File: src/rtl/pipelined_control_unit.sv
// Decodes an opcode and carries its control fields down a DEPTH-stage pipe.
// Latency: PC_Src 0 cycles, ALU_Op/ALU_Valid EX_IDX cycles, Reg_Write WB_IDX cycles.
// Backpressure: In_Ready drops on Stall, Flush or an active jump shadow; stages never hold.
module pipelined_control_unit #(
    parameter int OPW    = 2,
    parameter int ALUW   = 1,
    parameter int DEPTH  = 3,
    parameter int EX_IDX = 2,
    parameter int WB_IDX = 3,
    parameter int SHADOW = 1,
    parameter int CNT_W  = 8
) (
    input  logic             clk,
    input  logic             reset,
    input  logic [OPW-1:0]   Opcode,
    input  logic             In_Valid,
    input  logic             Stall,
    input  logic             Flush,
    output logic             In_Ready,
    output logic             PC_Src,
    output logic [ALUW-1:0]  ALU_Op,
    output logic             ALU_Valid,
    output logic             Reg_Write,
    output logic [CNT_W-1:0] Retire_Cnt
);

    typedef struct packed {
        logic            valid;
        logic [ALUW-1:0] alu_op;
        logic            reg_write;
    } stage_t;

    // Index 0 holds S[1]; index DEPTH-1 holds S[DEPTH].
    stage_t           stage_q [DEPTH];
    stage_t           stage_d [DEPTH];
    logic [2:0]       shadow_q;
    logic [2:0]       shadow_d;
    logic [CNT_W-1:0] retire_q;
    logic [CNT_W-1:0] retire_d;

    logic             jump;
    logic             accept;
    logic [ALUW-1:0]  dec_alu_op;
    logic             dec_reg_write;

    // Decode: an all-ones opcode is a jump, which neither writes nor drives the ALU.
    always_comb begin
        jump          = &Opcode;
        dec_alu_op    = '0;
        dec_reg_write = 1'b0;
        if (!jump) begin
            dec_alu_op    = Opcode[ALUW-1:0];
            dec_reg_write = 1'b1;
        end
    end

    // Reset gating keeps the handshake quiet while the pipe is being cleared.
    assign In_Ready = reset & ~Stall & ~Flush & (shadow_q == 3'd0);
    assign accept   = In_Valid & In_Ready;
    assign PC_Src   = accept & jump;

    // Next-state for the pipe: S[1] takes the decode or a bubble, Flush kills up to EX.
    always_comb begin
        stage_d[0] = '0;
        if (accept) begin
            stage_d[0].valid     = 1'b1;
            stage_d[0].alu_op    = dec_alu_op;
            stage_d[0].reg_write = dec_reg_write;
        end
        for (int k = 1; k < DEPTH; k++) begin
            if (Flush && (k < EX_IDX)) begin
                stage_d[k] = '0;
            end else begin
                stage_d[k] = stage_q[k-1];
            end
        end
    end

    // Jump shadow: Flush wins, then a fresh jump reloads, otherwise count down to zero.
    always_comb begin
        shadow_d = shadow_q;
        if (Flush) begin
            shadow_d = 3'd0;
        end else if (accept && jump) begin
            shadow_d = 3'(SHADOW);
        end else if (shadow_q != 3'd0) begin
            shadow_d = shadow_q - 3'd1;
        end
    end

    // Retire counter advances on every valid instruction leaving WB, wrapping naturally.
    always_comb begin
        retire_d = retire_q + {{(CNT_W-1){1'b0}}, stage_q[WB_IDX-1].valid};
    end

    // State registers, all cleared asynchronously so in-flight work is discarded on reset.
    always_ff @(posedge clk or negedge reset) begin
        if (!reset) begin
            for (int k = 0; k < DEPTH; k++) begin
                stage_q[k] <= '0;
            end
            shadow_q <= 3'd0;
            retire_q <= '0;
        end else begin
            for (int k = 0; k < DEPTH; k++) begin
                stage_q[k] <= stage_d[k];
            end
            shadow_q <= shadow_d;
            retire_q <= retire_d;
        end
    end

    assign ALU_Op     = stage_q[EX_IDX-1].alu_op;
    assign ALU_Valid  = stage_q[EX_IDX-1].valid;
    assign Reg_Write  = stage_q[WB_IDX-1].valid & stage_q[WB_IDX-1].reg_write;
    assign Retire_Cnt = retire_q;

endmodule

File: config.mk
export PLATFORM = sky130hd
export DESIGN_NAME = pipelined_control_unit
export DESIGN_NICKNAME = d
export VERILOG_FILES = /design/src/rtl/pipelined_control_unit.sv
export SDC_FILE = /design/constraint.sdc
export NUM_CORES = 1
export LEC_CHECK = 0
export ABC_AREA = 1
export BUFFER_PORTS_ARGS = -buffer_cell sky130_fd_sc_hd__clkbuf_2
export CAP_MARGIN = 5
export CORE_MARGIN = 2
export CORE_UTILIZATION = 49
export CTS_CLUSTER_DIAMETER = 60
export DETAILED_ROUTE_END_ITERATION = 10
export PLACE_DENSITY = 0.73
export SETUP_SLACK_MARGIN = 0.3
export SYNTH_ARGS = -nofsm -noshare
export SYNTH_HDL_FRONTEND = slang
export SYNTH_SLANG_ARGS = --single-unit
File: constraint.sdc
create_clock -name clk -period 1.6 [get_ports clk]
set_input_delay 0 -clock clk [delete_from_list [all_inputs] [get_ports clk]]
set_output_delay 0 -clock clk [all_outputs]
set_load 0.03 [all_outputs]
# Word level (Yosys, flattened, before mapping)
# Index checks and enable logic that the tools add are counted.
# totals
regBits	19
output_inout_bits	13
word_cells	32
# classes
add_sub_neg	2
n_mux	7
n_bitwise	8
n_reduce_logical	5
# ops
cell	count
$mux 3	5
$add 8x1->8	1
$and 1x1->1	6
$reduce_bool 3->1	2
$logic_not 3->1	1
$sub 3x1->3 const B	1
$mux 1	2
$not 1->1	2
$reduce_and 2->1	1
$logic_and 1x1->1	1

# Logic depth before layout (Yosys ltp)
# depth
depth_word	8
ltp_mapped	8
mapped_depth_nobuf	8

# Least setup slack after synthesis
# OpenSTA, ideal clock, no wires.
# synth_timing
path_kind	reg-to-reg
startpoint	reg shadow_q[0]
endpoint	reg stage_q[7] in the netlist's numbering
setup_time_ps	80
arrival_ps	1553
setup_slack_ps	-34
path_stages_with_launch	8
n_path_buf	0
cell_sequence	dfrtp_1 > inv_1 > ha_1 > ha_1 > nand2_2 > nor3_2 > nand2_2 > nor3_2
# synth_lines
element	line	source
from (decl)	36	logic [2:0] shadow_q;
from (signal assigned)	108	shadow_q <= shadow_d;
to (signal, indexed assignment)	106	stage_q[k] <= stage_d[k];
to (decl)	34	stage_t stage_q [DEPTH];

# Worst setup path after layout
# layout_timing
startpoint	reg shadow_q[0]
endpoint	out PC_Src
# layout_via
elab_chain_len	4
# layout_lines
element	line	source
$logic_not 3->1	58	assign In_Ready = reset & ~Stall & ~Flush & (shadow_q == 3'd0);
$and 1x1->1	58	
$and 1x1->1	59	assign accept = In_Valid & In_Ready;
$and 1x1->1	60	assign PC_Src = accept & jump;
to (decl)	20	output logic PC_Src,
# Every way passes these cells.

==> out/qor.csv <==
stage,metric,value,unit
outcome,status,finished clean,
setup_path,critPathMaxFanout,2,
die,core,1510,um^2
grt,antenna_found_initial,0,
setup_path,critPathKind,flip-flop to output pin,
cts,h-tree-depth,1,
grt,groute.layer.met3.usage,4.58,%
setup_path,crit_required,1600,ps
setup_path,arrival,1480,ps
power,vdd_drop_max,704,uV
synth,synth_seq_area_share,60.8,%
cts,tritoncts,yes,
cts,clock_path_buffers,2,
final_layout,area_growth,44.8,%
detailed_routing,antenna_left,0,
die,rows,14,
grt,gr-usage-met1,19.3,%
sta,final.setup.tns,0,ps
sta,hold_ws,119,ps
die,die-area,1930,um^2
setup_path,cp-start-kind,flip-flop,
synth,synth_nets,87,
sta,fmax,0.674,GHz
grt,grt_pass1_wl,2390,um
grt,grt_max_degree,20,
synth,synth_area_per_cell,10.3,um^2
job,maxCapViolations,0,
synth,ys_ff_latch,19,
grt,grt_overflow,0,
hold_path,worstHoldPathType,input port to flip-flop,
final_layout,antennaDiodeCount,0,
grt,grt_util_met2,30.3,%
final_layout,fin_util,75.2,%
synth,syn_area,782,um^2
sta,rsz0062_at_grt,yes,
power,p_per_area,1290,nW/um^2
synth,synthCells,76,
die,initial_utilization,51.9,%
power,leakagePower,0.000621,uW
place,place.gp.congestion,0.728,
die,die_y,44.0,um
synth,synthDistinctLibCells,13,
synth,yosys_warnings,0,
synth,synthArstFlopShare,100,%
synth,synth_common_cells,"dfrtp_1 (19), inv_1 (16), nor2_1 (12)",
synth,yosys_most_used_dff,dfrtp_1,
synth,synth_top_area_share,60.8,%
detailed_routing,drt_iter0_drc,5,
detailed_routing,via_per_inst,4.80,
place,hpwlAfterDp,940,um
final_layout,final_nets,123,
place,dpl_cell_area,935,um^2
cts,cts_buffers,3,
cts,clkSinkCount,19,
grt,grt_pass1_vias,587,
detailed_routing,wl,1500,um
setup_path,critPathCaptureType,output pin,
die,ioPinCount,20,
detailed_routing,drc,0,
detailed_routing,vias,609,
sta,fin_crit,1480,ps
place,portBuffers,19,
sta,slew_headroom,84.5,%
synth,synth_top_area_cell,dfrtp_1,
sta,finClkSkew,3.23,ps
cts,root_buffer,clkbuf_4,
die,die_w,44.0,um
sta,finalMaxSlewViolations,0,
final_layout,design_area,1130,um^2
grt,grt_busiest_layer,met2,
detailed_routing,firstDrtPassIters,4,
cts,worst_skew_pair.late_latency,290,ps
sta,post-route-period-util,92.7,%
sta,final-hold-violation-count,0,
final_layout,drive_above_1_share,42.3,%
detailed_routing,wl_per_cell,11.8,um
cts,clk_pin_slew_worst_paths,100,ps
synth,synth.area.top_cells,"dfrtp_1 (61%), inv_1 (7.7%), ha_1 (6.4%)",
synth,synth_most_common_cell,dfrtp_1,
sta,tightestPinTransition,232,ps
grt,track_usage,17.7,%
sta,setup_violations,0,
synth,synth-edff-count,0,
[worst paths after layout]
kind                                         startpoint                      end  slack, ps  cells after the start
worst max-delay path            shadow_q[0]$_DFFE_PN0P_                   PC_Src        120                      8
worst min-delay path                              Stall     stage_q[8]$_DFF_PN0_        120                      5
worst max register to register  shadow_q[0]$_DFFE_PN0P_     stage_q[7]$_DFF_PN0_        220                      8
worst min register to register     stage_d[0]$_DFF_PN0_     stage_q[0]$_DFF_PN0_        370                      0
max in group asynchronous                         reset  Retire_Cnt[0]$_DFF_PN0_       1110                      3
min in group asynchronous                         reset  Retire_Cnt[2]$_DFF_PN0_        280                      3
[logic make-up (layout without fill, tap and decap cells)]
group / count (synthesis) / count (layout) / synth area share, %
AND/OR/NAND/NOR: 28 / 28 / 17.0
buffers and inverters: 16 / 51 / 7.68
flip-flops: 19 / 19 / 60.8
XOR/XNOR: 5 / 5 / 5.60
adder cells (fa/ha/maj): 4 / 4 / 6.40
AO/OA/AOI/OAI: 4 / 4 / 2.56
[critical path, stage by stage, from the launching register on]
cell and delay [ps]:
dfrtp_1 390, inv_1 60, ha_2 180, ha_4 140
nand2_4 50, inv_2 40, nand4_1 90, inv_1 100
buf_8 130
[state kept, by name (all words and copies together), names as in the netlist]
| signal | flops |
|---|---|
| stage_q | 5 |
| ALU_Op | 1 |
| ALU_Valid | 1 |
| shadow_q | 3 |
| stage_d | 1 |
| Retire_Cnt | 8 |
[power by group]
part           internal [uW]  switching (uW)
registers                553            55.5
logic                    294             327
clock network           93.0             142
[repair_timing]
item | 4_1_cts | 5_1_grt
setup buffers | 4 | 2
endpoints found under the hold margin | 26 | 0
pin swaps | 4 | 6
resized for setup | 6 | 14
setup endpoints to repair | 6 | 11
hold buffers | 5 | 0
[cells in the final DEF, fill, tap and decap left out, drive strengths merged]
cell / netlist / routed
nand2: 8 / 8
dfrtp: 19 / 19
a21oi: 4 / 4
nand3: 3 / 3
buf: 0 / 9
clkinv: 0 / 1
nor2: 12 / 12
xor2: 4 / 4
nor3: 3 / 3
xnor2: 1 / 1
clkbuf: 0 / 20
inv: 16 / 16
nand4: 2 / 2
ha: 4 / 4
dlygate4sd3: 0 / 5
[final cells by class]
class / count / area, um^2
repair buffers: 31 / 225
multi-input cells: 41 / 323
inverters: 16 / 60.1
well taps: 16 / 20.0
flip-flops and latches: 19 / 477
clock inverters: 1 / 5.00
fillers: 103 / 374
clock buffers: 3 / 22.5
[metal layers]
metal  vias up  routed length [um]
met2        19                 850
met4         0                  36
met1       285                 540
met5         -                   0
li1        301                   -
met3         4                  75
[metrics by stage]
| stage | power, uW | setup slack (ps) | cells |
|---|---|---|---|
| after floorplan | 951 | 141 | 76 |
| after global routing | 1560 | 14.1 | 127 |
| after detailed placement | 1060 | 281 | 112 |
| after global placement | 1040 | 325 | 112 |
| final | 1460 | 116 | 127 |
| after CTS | 1350 | 88.6 | 125 |
Power figures use the tool's default switching activity.
